### src/rtl/axi_rd_arbiter.sv
// Two-master to one-slave AXI4 read arbiter: round-robin, one burst in flight,
// beat-count checking and a watchdog that aborts a hung slave.
module axi_rd_arbiter #(
    parameter logic [3:0]  ID_M0   = 4'd0,
    parameter logic [3:0]  ID_M1   = 4'd1,
    parameter int unsigned TIMEOUT = 256
) (
    input  logic        aclk,
    input  logic        areset,
    input  logic [31:0] m0_araddr,
    input  logic [7:0]  m0_arlen,
    input  logic [2:0]  m0_arsize,
    input  logic        m0_arvalid,
    output logic        m0_arready,
    output logic [63:0] m0_rdata,
    output logic [1:0]  m0_rresp,
    output logic        m0_rlast,
    output logic        m0_rvalid,
    input  logic        m0_rready,
    input  logic [31:0] m1_araddr,
    input  logic [7:0]  m1_arlen,
    input  logic [2:0]  m1_arsize,
    input  logic        m1_arvalid,
    output logic        m1_arready,
    output logic [63:0] m1_rdata,
    output logic [1:0]  m1_rresp,
    output logic        m1_rlast,
    output logic        m1_rvalid,
    input  logic        m1_rready,
    output logic [31:0] s_araddr,
    output logic [7:0]  s_arlen,
    output logic [2:0]  s_arsize,
    output logic [3:0]  s_arid,
    output logic [1:0]  s_arburst,
    output logic        s_arvalid,
    input  logic        s_arready,
    input  logic [3:0]  s_rid,
    input  logic [63:0] s_rdata,
    input  logic [1:0]  s_rresp,
    input  logic        s_rlast,
    input  logic        s_rvalid,
    output logic        s_rready,
    output logic [1:0]  grant,
    output logic        err
);

    localparam logic [1:0]  ST_IDLE  = 2'd0;
    localparam logic [1:0]  ST_ADDR  = 2'd1;
    localparam logic [1:0]  ST_DATA  = 2'd2;
    localparam logic [1:0]  ST_ABORT = 2'd3;
    localparam logic [15:0] WD_LAST  = 16'(TIMEOUT - 1);

    logic [1:0]  state_q, state_d;
    logic        owner_q, owner_d;
    logic        last_q, last_d;
    logic [1:0]  grant_q, grant_d;
    logic        err_q, err_d;
    logic [31:0] addr_q, addr_d;
    logic [7:0]  len_q, len_d;
    logic [2:0]  size_q, size_d;
    logic [3:0]  id_q, id_d;
    logic [7:0]  cnt_q, cnt_d;
    logic [15:0] wd_q, wd_d;

    logic        win_m1, own_rready, beat, cnt_at_len, rid_bad, wd_expire;
    logic        own_rvalid, own_rlast;
    logic [63:0] own_rdata;
    logic [1:0]  own_rresp;

    // Round-robin: M1 wins a tie only when M0 owned the previous burst.
    always_comb begin
        win_m1     = m1_arvalid && (!m0_arvalid || !last_q);
        m0_arready = (state_q == ST_IDLE) && !areset && m0_arvalid && !win_m1;
        m1_arready = (state_q == ST_IDLE) && !areset && win_m1;
        own_rready = owner_q ? m1_rready : m0_rready;
        s_rready   = (state_q == ST_DATA) && own_rready;
        beat       = s_rvalid && s_rready;
        cnt_at_len = (cnt_q == len_q);
        rid_bad    = (s_rid != id_q);
        wd_expire  = (wd_q >= WD_LAST);
    end

    always_comb begin
        own_rvalid = 1'b0;
        own_rdata  = '0;
        own_rresp  = '0;
        own_rlast  = 1'b0;
        if (state_q == ST_DATA) begin
            own_rvalid = s_rvalid;
            own_rdata  = s_rdata;
            own_rresp  = rid_bad ? 2'b10 : s_rresp;
            own_rlast  = s_rlast || cnt_at_len;
        end else if (state_q == ST_ABORT) begin
            own_rvalid = 1'b1;
            own_rresp  = 2'b10;
            own_rlast  = 1'b1;
        end
        m0_rvalid = own_rvalid && !owner_q;
        m0_rdata  = owner_q ? 64'd0 : own_rdata;
        m0_rresp  = owner_q ? 2'b00 : own_rresp;
        m0_rlast  = own_rlast && !owner_q;
        m1_rvalid = own_rvalid && owner_q;
        m1_rdata  = owner_q ? own_rdata : 64'd0;
        m1_rresp  = owner_q ? own_rresp : 2'b00;
        m1_rlast  = own_rlast && owner_q;
    end

    always_comb begin
        state_d = state_q;
        owner_d = owner_q;
        last_d  = last_q;
        grant_d = grant_q;
        err_d   = err_q;
        addr_d  = addr_q;
        len_d   = len_q;
        size_d  = size_q;
        id_d    = id_q;
        cnt_d   = cnt_q;
        wd_d    = wd_q;
        case (state_q)
            ST_IDLE: begin
                if (m0_arready || m1_arready) begin
                    owner_d = m1_arready;
                    addr_d  = m1_arready ? m1_araddr : m0_araddr;
                    len_d   = m1_arready ? m1_arlen  : m0_arlen;
                    size_d  = m1_arready ? m1_arsize : m0_arsize;
                    id_d    = m1_arready ? ID_M1 : ID_M0;
                    grant_d = m1_arready ? 2'b10 : 2'b01;
                    wd_d    = '0;
                    state_d = ST_ADDR;
                end
            end
            ST_ADDR: begin
                if (s_arready) begin
                    state_d = ST_DATA;
                    cnt_d   = '0;
                    wd_d    = '0;
                end else if (wd_expire) begin
                    state_d = ST_ABORT;
                    err_d   = 1'b1;
                end else begin
                    wd_d = wd_q + 16'd1;
                end
            end
            ST_DATA: begin
                if (beat) begin
                    wd_d  = '0;
                    cnt_d = cnt_q + 8'd1;
                    // Wrong ID, early rlast and missing rlast are all protocol errors.
                    if (rid_bad || (s_rlast != cnt_at_len))
                        err_d = 1'b1;
                    if (s_rlast || cnt_at_len) begin
                        state_d = ST_IDLE;
                        grant_d = '0;
                        last_d  = owner_q;
                    end
                end else if (wd_expire) begin
                    state_d = ST_ABORT;
                    err_d   = 1'b1;
                end else begin
                    wd_d = wd_q + 16'd1;
                end
            end
            default: begin
                if (own_rready) begin
                    state_d = ST_IDLE;
                    grant_d = '0;
                    last_d  = owner_q;
                end
            end
        endcase
    end

    always_ff @(posedge aclk) begin
        if (areset) begin
            state_q <= ST_IDLE;
            owner_q <= 1'b0;
            last_q  <= 1'b1;
            grant_q <= '0;
            err_q   <= 1'b0;
            addr_q  <= '0;
            len_q   <= '0;
            size_q  <= '0;
            id_q    <= '0;
            cnt_q   <= '0;
            wd_q    <= '0;
        end else begin
            state_q <= state_d;
            owner_q <= owner_d;
            last_q  <= last_d;
            grant_q <= grant_d;
            err_q   <= err_d;
            addr_q  <= addr_d;
            len_q   <= len_d;
            size_q  <= size_d;
            id_q    <= id_d;
            cnt_q   <= cnt_d;
            wd_q    <= wd_d;
        end
    end

    assign s_arvalid = (state_q == ST_ADDR);
    assign s_araddr  = addr_q;
    assign s_arlen   = len_q;
    assign s_arsize  = size_q;
    assign s_arid    = id_q;
    assign s_arburst = 2'b01;
    assign grant     = grant_q;
    assign err       = err_q;

endmodule
### config.mk
export PLATFORM = sky130hd
export DESIGN_NAME = axi_rd_arbiter
export DESIGN_NICKNAME = d
export VERILOG_FILES = /design/src/rtl/axi_rd_arbiter.sv
export SDC_FILE = /design/constraint.sdc
export NUM_CORES = 1
export LEC_CHECK = 0
export ABC_AREA = 1
export BUFFER_PORTS_ARGS = -buffer_cell sky130_fd_sc_hd__buf_2
export CAP_MARGIN = 5
export CELL_PAD_IN_SITES_DETAIL_PLACEMENT = 1
export CELL_PAD_IN_SITES_GLOBAL_PLACEMENT = 2
export CORE_MARGIN = 5
export CORE_UTILIZATION = 18
export DETAILED_ROUTE_END_ITERATION = 8
export PLACE_DENSITY_LB_ADDON = 0.1
export SLEW_MARGIN = 40
export SYNTH_ARGS = -nofsm -noshare
export SYNTH_HDL_FRONTEND = slang
export SYNTH_SLANG_ARGS = --single-unit
### constraint.sdc
create_clock -name aclk -period 2.6 [get_ports aclk]
set_clock_uncertainty 0.15 [all_clocks]
set_input_delay 0.52 -clock aclk [delete_from_list [all_inputs] [get_ports aclk]]
set_output_delay 0.52 -clock aclk [all_outputs]
set_load 0.1 [all_outputs]
==> results.md, run 1 <==
Status:
- The run finished with clean final reports.

Place:
- The cell area reported after detailed placement is 9270 um^2.
- The wire-length estimate of the detail-placed layout is 20.4 mm.
- At the placement stage, the worst setup path has a slack of -0.00284 ns.
- At the end of routability-driven placement, the weighted congestion stood at 0.783.
- Port buffering added 351 buffers.

Yosys:
- The cell area that synthesis handed to floorplanning was 4680 um^2.
- The number of warnings issued by yosys is 0.
- The most used flip-flop cell after synthesis is sky130_fd_sc_hd__dfxtp_1.
- In this run, distinct cell masters in the synthesized netlist total 36.
- In the synthesized netlist the async set-or-reset flop fraction comes to 0.
- The synthesized instance count is 761.
- The largest family of logic cells by synthesized area is simple AND/OR/NAND/NOR gates.
- The number of register bits inferred by synthesis is 74.
- Measured against the total synthesized area, the mux share comes to 0.
- Of the total synthesized cell area, the portion taken by AND, OR, NAND and NOR gates is 0.401.
- Of the total synthesized cell area, the portion taken by full adders, half adders and majority gates is 0.0214.
- The number of enable-type register cells in the synthesized netlist is 0.
- The sequential area share after synthesis is 0.316.
- The compound-gate portion of the synthesized area is 0.0921.
- Of the total synthesized cell area, the portion taken by XOR and XNOR cells is 0.0187.
- Each instance of the synthesized netlist takes up on average 6.16 um^2.

Global route:
- The via count of the first global-routing pass is 6331.
- The aggregate global-route resource usage is 0.163.
- The number of antenna violations at the first check in global routing came to 2.
- For this run the aggregate overflow at the end of global routing stands at 0.
- The first-pass GRT wire length is 37.5 mm.
- Entering global routing, the biggest net connects 51 pins.

Clock network:
- The longest clock path from root to sink contains 2 buffers.
- At the later pin of the worst-skew pair, clock insertion delay measures 0.34 ns.
- The clock edge transition at the registers on the reported setup and hold paths is 0.07 ns.
- The cell chosen for the clock root is sky130_fd_sc_hd__clkbuf_16.
- TritonCTS built the clock tree.
- The clock buffer count from CTS is 9.
- CTS built an H-tree with a depth of 3.
- Clock tree synthesis found a total of 74 sinks.

Worst setup path:
- Across all register-to-register paths, the minimum setup slack is 0.46 ns.
- STA classifies the critical path startpoint as a flip-flop.
- The signal on the critical path passes through xor2_1, nor4_1, nand2_1, ha_2, nand2_2, nand2_4, nor2_4, buf_12.
- The startpoint of the lowest-slack register-to-register path is state_q[1].
- The maximum fanout count along the critical path is 5.
- STA puts the critical path data arrival time at 1.91 ns.
- The cell with the largest stage delay on the worst path is sky130_fd_sc_hd__dfxtp_2.
- At the worst endpoint, the required time is 1.93 ns.
- The worst register-to-register path ends at s_arlen[7].
- The setup path with the least slack is of type reg -> out.
- STA classifies the critical path endpoint as an output pin.
- Tracing the worst setup path back leads to its startpoint at cnt_q[1].
- The worst reg2reg path depth is 10.
- The peak per-stage delay on the critical path is 0.34 ns.

Detailed routing:
- For this run, design rule violations remaining after detail routing come to 0.
- The number of nets with antenna violations after routing is 0.
- The iteration-0 DRC count of the detailed router is 184.
- The wire length reported by the detailed router is approximately 25 mm.
- The first-pass iteration count of the detailed router is 4.
- The routed length per instance is 17.4 um.
- After detailed routing, the number of vias per cell comes to ~4.3.
- The total vias in the final route is 6124.

Worst hold path:
- The end point of the worst hold path is s_arlen[4].
- The worst hold path begins at m0_arlen[4].
- The cell depth of the worst hold path is 3.
- The worst hold path belongs to the class in -> reg.

Timing:
- The number of hold violations in the final report is 0.
- Headroom to the max-slew limit came out at 0.574.
- Setup violations remaining at the end of the flow were counted as 0.
- The shortest period the worst path allows is roughly 2.6 ns.
- In the finished design, the share of the clock period the worst path needs comes to 0.992.
- The number of slew-limit violations in the final report is 0.
- Setup repair after global routing could not meet its margin everywhere.
- The actual slew at the worst max-slew pin is 0.633 ns.
- The minimum setup slack in the final design is 0.0212 ns.
- Timing would allow up to 0.388 GHz.

Layout:
- Relative to the synthesized area, the layout overhead comes to 110%.
- The final cell area excluding filler cells is 9840 um^2.
- In the final layout, the share of cells above drive strength 1 is 0.458.
- Measured on the finished design, the core utilization comes to 0.381.
- At the end of the flow, the number of nets in the layout was 1265.
- 0 antenna diodes ended up in the layout.

Die:
- Measured along the y axis, the die boundary spans 171 um.
- The initial utilization of the core area, before any placement, comes to 0.181.
- In this run the core area contains 59 standard-cell rows.
- From left edge to right edge, the die measures 171 um.
- In this run the count of I/O pins placed on the die edge is 357.
- After floorplanning, the core was sized to cover approximately 26000 um^2.
- The die covers a little under 30000 um^2.

Pwr:
- The net switching share of the total power is 0.519.
- The share of total power dissipated in combinational logic is 0.555.
- Internal power comes to 2.95 mW.
- The peak supply drop is 0.000372 V.
- The sequential power share is 0.219.
- For this design the static power due to leakage is roughly 4.3 nW.
- The share of total power dissipated in the clock network is 0.226.
- For this design the ratio of total power to cell area is 623 nW/um^2.
- The power dissipated by switching net loads is 3.18 mW.

Flow run:
- The count of max-cap constraint violations is 0.
==> synthesized netlist by cell type (8+ instances only) <==
| cell type | n | share of area |
|---|---|---|
| sky130_fd_sc_hd__ha_1 | 8 | 0.021 |
| sky130_fd_sc_hd__nor3_1 | 134 | 0.14 |
| sky130_fd_sc_hd__buf_2 | 9 | 0.0096 |
| sky130_fd_sc_hd__nand2_1 | 202 | 0.16 |
| sky130_fd_sc_hd__xor2_1 | 9 | 0.017 |
| sky130_fd_sc_hd__nor2_1 | 48 | 0.038 |
| sky130_fd_sc_hd__nand3_1 | 15 | 0.016 |
| sky130_fd_sc_hd__buf_4 | 8 | 0.013 |
| sky130_fd_sc_hd__a31oi_1 | 43 | 0.057 |
| sky130_fd_sc_hd__dfxtp_1 | 74 | 0.32 |
| sky130_fd_sc_hd__o21ai_0 | 11 | 0.012 |
| sky130_fd_sc_hd__nand4_1 | 8 | 0.011 |
| sky130_fd_sc_hd__clkbuf_1 | 38 | 0.030 |
| sky130_fd_sc_hd__a21oi_1 | 9 | 0.0096 |
| sky130_fd_sc_hd__inv_1 | 107 | 0.086 |
==> layer usage <==
metal,track usage,part of all wire
met5,0,0.0010
met1,0.190,0.40
met2,0.295,0.51
met4,0.0344,0.016
met3,0.0508,0.072
==> power groups by stage <==
stage	registers [mW]	logic, mW	clock network (mW)
floorplan	2.06	1.73	0
global placement	1.37	3.38	0
detailed placement	1.37	3.39	0
CTS	1.35	3.43	1.43
global route	1.36	3.63	1.47
finish	1.35	3.40	1.38
==> placed cells by master, fill, tap and decap left out, drive strengths merged <==
cell / netlist / routed
nand3: 17 / 17
o21bai: 2 / 2
nor4: 2 / 2
clkbuf: 39 / 10
xor2: 9 / 9
o21ai: 11 / 11
nor3b: 4 / 4
buf: 19 / 374
a31oi: 43 / 43
inv: 111 / 113
bufinv: 0 / 2
nor2: 50 / 50
ha: 8 / 8
nand2: 208 / 208
dfxtp: 74 / 74
o31ai: 2 / 2
clkinvlp: 0 / 1
conb: 2 / 5
a21o: 1 / 1
nand4: 8 / 8
or2: 2 / 2
xnor2: 1 / 1
a21oi: 11 / 11
and3: 1 / 1
nand3b: 1 / 1
nor3: 134 / 134
clkinv: 1 / 3
==> kinds of logic (layout without fill, tap and decap cells) <==
kind of cell / after synthesis / after routing
flip-flops: 74 / 74
XOR/XNOR: 10 / 10
adder cells (fa/ha/maj): 8 / 8
AO/OA/AOI/OAI: 70 / 70
other: 2 / 5
AND/OR/NAND/NOR: 427 / 427
buffers and inverters: 170 / 503
==> worst max path at each step <==
stage / end
final: m0_rlast
after global routing: m0_rlast
after CTS: m0_rlast
after detailed placement: m0_rresp[1]
after global placement: m0_rresp[1]
after floorplan: m0_rdata[36]
==> per-stage QoR <==
stage | hold slack [ns] | power (mW) | setup TNS, ns | instances
2_1_floorplan | 0.265 | 3.79 | -132.35 | 764
3_3_place_gp | 0.273 | 4.75 | 0 | 1415
3_5_place_dp | 0.280 | 4.76 | -0.00284 | 1415
4_1_cts | 0.264 | 6.21 | -0.128 | 1431
5_1_grt | 0.276 | 6.47 | -0.221 | 1432
6_report | 0.276 | 6.13 | 0 | 1432
==> repair_timing <==
| action | CTS | global route |
|---|---|---|
| pin swaps | 4 | 3 |
| hold buffers | 0 | 0 |
| gates resized for setup | 34 | 18 |
| setup buffers | 0 | 1 |
| endpoints found under the setup margin | 91 | 65 |
| hold endpoints to repair | 0 | 0 |
==> flip-flops by register name, indices dropped and copies added, names as in the netlist <==
name      cells
s_arsize      3
s_arlen       8
err           1
owner_q       1
grant         2
cnt_q         8
last_q        1
state_q       2
wd_q         16
s_araddr     32
==> critical path, delay by kind of cell (launching register included) <==
kind | cells | cell delay, ns
XOR/XNOR | 1 | 0.16
adder cells (fa/ha/maj) | 1 | 0.21
buffers and inverters | 1 | 0.18
flip-flops | 1 | 0.34
AND/OR/NAND/NOR | 5 | 0.68
==> final cells by class <==
class	instances	area [um^2]
Clock buffer	9	225
Clock inverter	7	101
Fill cell	3090	16000
Inverter	112	428
Multi-Input combinational cell	520	3100
Sequential cell	74	1510
Tap cell	335	419
Timing Repair Buffer	375	4060
(Power assumes the default switching activity.)
==> run 2, diff against run 1 <==
--- a/config.mk
+++ b/config.mk
@@ -14,6 +14,7 @@
 export CORE_UTILIZATION = 18
 export DETAILED_ROUTE_END_ITERATION = 8
 export PLACE_DENSITY_LB_ADDON = 0.1
+export SETUP_SLACK_MARGIN = 0.3
 export SLEW_MARGIN = 40
 export SYNTH_ARGS = -nofsm -noshare
 export SYNTH_HDL_FRONTEND = slang
==> run 2 against run 1 <==
  * The flow now finishes with violations (negative setup slack)
  * Via count grew 11%
  * Clock-buffer cell count increased by 1
  * Setup slack worse by 0.050 ns
  * Register-to-register slack worse by 0.16 ns
  * Critical endpoint is now m1_rlast
  * Largest cell class unchanged
==> results.md, run 2 (synthesis gave the netlist of run 1 again) <==
Worst hold path:
- The path class of the tightest hold or removal check is in -> reg.
- The end point of the worst hold path is s_arlen[6].
- The cell depth of the worst hold path is 3.
- The hold path startpoint is m0_arlen[6].

Global route:
- The via count of the first global-routing pass is 7193.
- The first global-routing pass estimated 43.7 mm of wire.
- The aggregate global-route resource usage is 0.193.
- The number of antenna violations at the first check in global routing is 9.
- The total overflow reported by the global router is 0.
- Entering global routing, the biggest net connects between 50 and 60 pins.

Worst setup path:
- The setup path with the least slack is of type reg -> out.
- The worst path required time is 1.93 ns.
- The endpoint identified for the worst register-to-register timing path is wd_q[1].
- The cell with the most instances on the worst path is sky130_fd_sc_hd__nand2_4.
- STA classifies the critical path startpoint as a flip-flop.
- Traced cell by cell, the critical path runs through xor2_1, nor4_1, nand2_1, ha_2, nand2_4, nand2_4, nor2_4, buf_12.
- The number of cells on the worst reg-to-reg path is 14.
- For this design, the slowest cell found on the critical path is sky130_fd_sc_hd__dfxtp_4.
- The startpoint of the lowest-slack register-to-register path is state_q[0].
- The maximum fanout count along the critical path is 3.
- At the worst endpoint, the arrival time is 1.96 ns.
- For this run, the slowest stage of the critical path takes 0.34 ns.
- In this run the register-to-register setup slack is about 0.30 ns.
- STA classifies the critical path endpoint as an output pin.

Place:
- Routability-driven placement finished with a final weighted congestion of 0.786.
- Detailed placement finished with a half-perimeter wire length of 20.3 mm.
- Counting tap cells, the placed design contains a total of 1420 instances.
- Input and output buffers added on the ports amount to 351.
- Once placement finished, the instance area stood at 9290 um^2.

Clock network:
- The total of hold buffers inserted after clock tree synthesis is 0.
- TritonCTS built the clock tree.
- Clock tree synthesis selected as its root buffer the cell sky130_fd_sc_hd__clkbuf_16.
- At the later pin of the worst-skew pair, clock insertion delay measures 0.35 ns.
- No sink is reached through more buffers than the 2 on the longest clock path.
- For this design, the sink count on the clock tree is 74.
- Clock-pin slew was measured on the worst setup and hold paths at 0.06 ns.
- In this run, CTS created clock tree buffers numbering 9.
- The maximum level of the CTS H-tree is 3.

Timing:
- The share of the clock period used by the worst path after layout is 1.01.
- Setup repair after global routing could not meet its margin everywhere.
- The minimum hold slack is 0.275 ns.
- The worst pin sits at a relative slew slack of 0.584.
- For the pin with the worst max-slew slack, the measured transition is 0.624 ns.
- The number of slew-limit violations in the final report is 0.
- The worst path in the final design needs a cycle of 2.63 ns, including I/O delays and setup.
- The minimum setup slack in the final design is -0.0290 ns.
- The number of hold violations in the final report is 0.
- Derived from the worst setup path, the maximum achievable clock frequency is 0.380 GHz.
- The total of endpoints with negative setup slack in the final report is 2.

Detailed routing:
- The number of nets with antenna violations after routing is 0.
- The routed length per instance is 19.4 um.
- After detailed routing, the number of remaining DRC violations is 0.
- The first-pass iteration count of the detailed router is 5.
- In this run, the number of DRC markers left after iteration 0 of detailed routing was between 200 and 250.
- The routed via count divided by cell count is 4.45.
- The wire length reported by the detailed router is 29.6 mm.
- For this block, the via count after detailed routing is 6814.

Die:
- The placeable core region is 25800 um^2.
- The vertical die dimension is around 170 um.
- From left edge to right edge, the die measures 171 um.
- The count of standard-cell rows is between 50 and 60.
- The area of the die is 29400 um^2.
- The number of top-level pins is about 360.
- The starting density of the core is 0.181.

Layout:
- The most common cell after layout, fill and taps aside is sky130_fd_sc_hd__buf_2.
- The final cell area excluding filler cells is between 10000 and 15000 um^2.
- For this run, the post-layout net count is 1355.
- The share of cells above drive strength 1 is 0.575.
- The library cells used most frequently in the layout, excluding fill and tap cells, are sky130_fd_sc_hd__buf_2 (210), sky130_fd_sc_hd__nand2_1 (193), sky130_fd_sc_hd__buf_12 (149).
- The multi-input combinational cells in the finished layout cover a total of between 4000 and 5000 um^2.
- Compared with the post-synthesis result, the final layout area differs by 164%.
- The count of fill cells added during filler insertion is 2881.
- The register with the most flip-flops in the layout has 32 of them.
- The number of cells in the finished layout apart from fillers is about 1500.
- The register area is 1530 um^2.

Pwr:
- VDD sags by at most 0.000298 V.
- The power per unit of standard cell area is 575 nW/um^2.
- Summed over all cells, the static leakage comes to 5.48 nW.

Status:
- The checks that failed: negative setup slack.
- The run finished, with violations left.

Flow run:
- The count of max-cap constraint violations is 0.
[run 2: final cells by class]
class | instances | area share
repair inverters | 4 | 0.00698
diodes | 9 | 0.00182
multi-input cells | 520 | 0.341
repair buffers | 461 | 0.432
clock buffers | 10 | 0.0193
well taps | 335 | 0.0339
inverters | 112 | 0.0373
clock inverters | 6 | 0.00314
flip-flops and latches | 74 | 0.124
[run 2: power breakdown]
part / internal (mW) / switching (mW)
Combinational: 1.40 / 3.14
Clock: 0.673 / 0.531
Sequential: 1.27 / 0.102
[run 2: worst max-delay path by stage]
stage	start	endpoint	slack, ns	depth (start not counted)
2_1_floorplan	state_q[0]	m0_rdata[39]	-1.17	7
3_3_place_gp	s_rid[1]	m0_rresp[1]	0.02	8
3_5_place_dp	s_rid[1]	m0_rresp[1]	-0.007	8
4_1_cts	cnt_q[1]	m1_rlast	-0.03	8
5_1_grt	s_arlen[2]	m1_rlast	-0.14	8
6_report	s_arlen[2]	m1_rlast	-0.03	8
[run 2: repair_timing]
item                       4_1_cts  5_1_grt
pin swaps                       90       46
buffers inserted                41       30
cloned                          14        1
setup endpoints to repair      137      164
resized for setup              357       67
[run 2: worst max-delay path: cells and delay by family (launching register included)]
family,cells,cell delay [ns]
AND/OR/NAND/NOR,5,0.71
flip-flops,1,0.34
adder cells (fa/ha/maj),1,0.23
buffers and inverters,1,0.18
XOR/XNOR,1,0.15
[run 2: per-layer routing]
layer  global-route usage  part of all wire  wire length [um]  up-vias
met1                0.226              0.39             11600     3220
met3               0.0627             0.081              2390       30
li1                     -                 -                 -     3306
met2                0.338              0.51             15100      254
met5                    0           0.00071                21        -
met4               0.0575             0.019               552        4
[run 2: per-stage QoR]
stage	setup TNS (ns)	total power [mW]	util	setup WS (ns)
floorplan	-80.00	3.92	-	-1.17
global placement	0	4.80	0.360	0.0179
detailed placement	-0.00744	4.80	0.360	-0.00744
CTS	-0.0506	6.85	0.458	-0.0300
global route	-0.429	7.46	0.478	-0.135
finish	-0.0360	7.11	0.479	-0.0290
==> run 3, diff against run 2 <==
==> constraint.sdc (replaced) <==
create_clock -name aclk -period 2.55 [get_ports aclk]
set_clock_uncertainty 0.15 [all_clocks]
set_input_delay 0.51 -clock aclk [delete_from_list [all_inputs] [get_ports aclk]]
set_output_delay 0.51 -clock aclk [all_outputs]
set_load 0.1 [all_outputs]
==> run 3 against run 2 <==
  * The run still ends with negative setup slack left
  * Via count down 1.5%
  * Critical path depth stayed put
  * Global-route usage is 0.70 points lower
  * Register-to-register slack got worse by 0.19 ns
  * Sequential power is essentially flat
==> results.md, run 3 (synthesis gave the netlist of run 1 again) <==
Timing:
- At the pin with the least slew margin, the transition time is 0.653 ns.
- The total of endpoints with negative setup slack in the final report is 10.
- Counting I/O delays and the setup requirement, the final critical path takes 2.60 ns.
- The minimum setup slack in the final design is -0.0524 ns.
- The highest achievable clock rate is 0.384 GHz.
- The minimum hold slack is 0.282 ns.
- The number of slew-limit violations in the final report is 0.
- The worst pin sits at a relative slew slack of 0.560.
- Setup repair after global routing could not meet its margin everywhere.
- The number of hold violations in the final report is 0.
- In the finished design, the share of the clock period the worst path needs comes to 1.02.

Pwr:
- The analysis attributes to net switching a power of roughly 3.8 mW.
- The share of total power dissipated in sequential elements is 0.188.
- Of the total power, the share spent switching nets is 0.515.
- The share of total power dissipated in combinational logic is 0.627.
- The power per unit of standard cell area is around 590 nW/um^2.
- The peak supply drop is between 0.0003 and 0.0004 V.
- The total internal power is roughly 3.6 mW.
- The clock network fraction of total power is 0.185.
- In this run the static leakage power is approximately 5.5 nW.
- The design draws 7.43 mW.

Layout:
- The flip-flop count of the largest register after layout is 32.
- From synthesis to final layout, the design area changed by 167%.
- In the final layout, the share of cells above drive strength 1 is 0.584.
- Once layout is complete, the cells apart from fillers number 1535.
- After the last flow step, the layout net total stands at 1363.
- The count of fill cells added during filler insertion is 2871.
- The finished cells cover 12500 um^2.
- In the layout the commonest cells are sky130_fd_sc_hd__buf_2 (210), sky130_fd_sc_hd__nand2_1 (194), sky130_fd_sc_hd__buf_12 (156).
- The most common cell after layout, fill and taps aside is sky130_fd_sc_hd__buf_2.
- The area of combinational cells with multiple inputs is 4280 um^2.
- Summing all flip-flop and latch instances after layout gives 1530 um^2.

Worst setup path:
- The class of the most critical setup path is reg -> out.
- The kind of capture point of the worst setup path is an output pin.
- The worst path required time is between 1.5 and 2 ns.
- The signal arrival time at the worst endpoint is 1.94 ns.
- In this run the worst path has a maximum fanout of 2.
- The startpoint type of the worst setup path is a flip-flop.

Worst hold path:
- In this run the worst hold path is classified as in -> reg.

Die:
- The starting density of the core is 0.181.
- The vertical die dimension is 171 um.
- From left edge to right edge, the die measures 171 um.
- The core region is 25800 um^2.
- The floorplan step defined a die boundary enclosing roughly 29000 um^2.
- The initialized floorplan defines 59 standard-cell rows.
- The number of top-level pins is 357.

Clock network:
- The H-tree was split into 3 levels.
- TritonCTS built the clock tree.
- Clock-pin slew was measured on the worst setup and hold paths at 0.07 ns.
- The cell chosen for the clock root is sky130_fd_sc_hd__clkbuf_16.
- Clock tree synthesis inserted a total of 9 buffers.
- The clock net in this run drives a total of 74 sinks.
- The number of buffers on the longest clock path is 2.
- The clock latency of the later-clocked register in the worst-skew pair is 0.33 ns.

Place:
- The instance count after placement with tap cells included is 1424.
- The cell area reported after detailed placement is roughly 9500 um^2.
- The setup slack at placement is -0.0146 ns.
- Routability-driven placement finished with a final weighted congestion of about 0.8.
- The post-DP HPWL is 20.5 mm.
- The number of port buffers is around 350.

Detailed routing:
- The iteration-0 DRC count of the detailed router is 160.
- The uppermost metal layer occupied by signal nets is met5.
- In the detailed route, the total length drawn on met3 is between 2 and 3 mm.
- Once detail routing completed, the nets flagged for antenna violations numbered 0.
- Wire segments on met2 add up to 15.0 mm in the final route.
- In the final routed layout, each cell accounts on average for around 19 um.
- The detailed router put a total of about 11 mm of wire on met1.
- Dividing the detail-routed via count by the number of cells gives ~4.4.
- For this block, the routed nets add up to 29.3 mm of wire.
- The final routed DRC violation total is 0.
- The total vias in the final route is between 6000 and 7000.
- The first detailed-routing pass took 4 iterations.

Status:
- The run finished, with violations left.
- The final reports fail on negative setup slack.

Flow run:
- The tool flagged a number of max-cap violations equal to 0.

Global route:
- The number of antenna violations at the first check in global routing is 8.
- After global routing the overflow that remains totals 0.
- The via count of the first global-routing pass is 7110.
- The first global-routing pass estimated roughly 43 mm of wire.
- Entering global routing, the biggest net connects 51 pins.
- In the global route stage, overall resource usage came out at 0.186.
==> run 3: cell types whose count changed in the layout (fill, tap and decap cells not counted), sizes merged <==
| cell | delta |
|---|---|
| clkbuf | +1 |
| diode | -4 |
| buf | +7 |
| bufinv | +2 |
| inv | -2 |
==> run 3: what timing repair did <==
action	CTS	global route
resized for setup	304	65
buffers inserted	52	25
endpoints found under the setup margin	136	160
pin swaps	89	36
hold buffers	0	0
cloned	11	2
==> run 3: final timing paths <==
check / endpoint / cells after the start / from / slack, ns
max reg2reg: wd_q[12] / 14 / state_q[0] / 0.11
min reg2reg: wd_q[11] / 2 / wd_q[11] / 0.29
max: m0_rlast / 8 / cnt_q[4] / -0.05
min: s_araddr[10] / 3 / m0_araddr[10] / 0.28
==> run 3: critical path, cell delays in order (launching register included) <==
cell	delay (ns)
sky130_fd_sc_hd__dfxtp_2	0.33
sky130_fd_sc_hd__xor2_2	0.18
sky130_fd_sc_hd__nor4_4	0.28
sky130_fd_sc_hd__nand2_1	0.09
sky130_fd_sc_hd__ha_2	0.21
sky130_fd_sc_hd__nand2_2	0.11
sky130_fd_sc_hd__nand2_4	0.10
sky130_fd_sc_hd__nor2_4	0.13
sky130_fd_sc_hd__buf_12	0.18
==> run 3: cell type report <==
cell class | count | share of cell area
flip-flops and latches | 74 | 0.122
repair inverters | 4 | 0.00581
clock buffers | 10 | 0.0183
repair buffers | 469 | 0.433
clock inverters | 6 | 0.00721
diodes | 5 | 0.00100
multi-input cells | 520 | 0.343
inverters | 112 | 0.0364
well taps | 335 | 0.0335
==> run 3: power groups by stage <==
| stage | Combinational (mW) | Clock [mW] | Sequential (mW) |
|---|---|---|---|
| finish | 4.66 | 1.37 | 1.40 |
| detailed placement | 3.53 | 0 | 1.42 |
| CTS | 4.32 | 1.42 | 1.40 |
| global route | 4.91 | 1.47 | 1.41 |
| global placement | 3.54 | 0 | 1.42 |
| floorplan | 1.91 | 0 | 2.10 |
==> run 3: routing by layer <==
metal,GRT usage,up-vias
met2,0.337,265
met1,0.212,3115
met5,0,-
met3,0.0673,19
met4,0.0369,4
li1,-,3307
==> run 3: through the flow <==
step	util	setup TNS [ns]
2_1_floorplan	-	-80.72
3_3_place_gp	0.369	-0.0102
3_5_place_dp	0.369	-0.0146
4_1_cts	0.464	-0.0869
5_1_grt	0.484	-5.15
6_report	0.484	-0.211
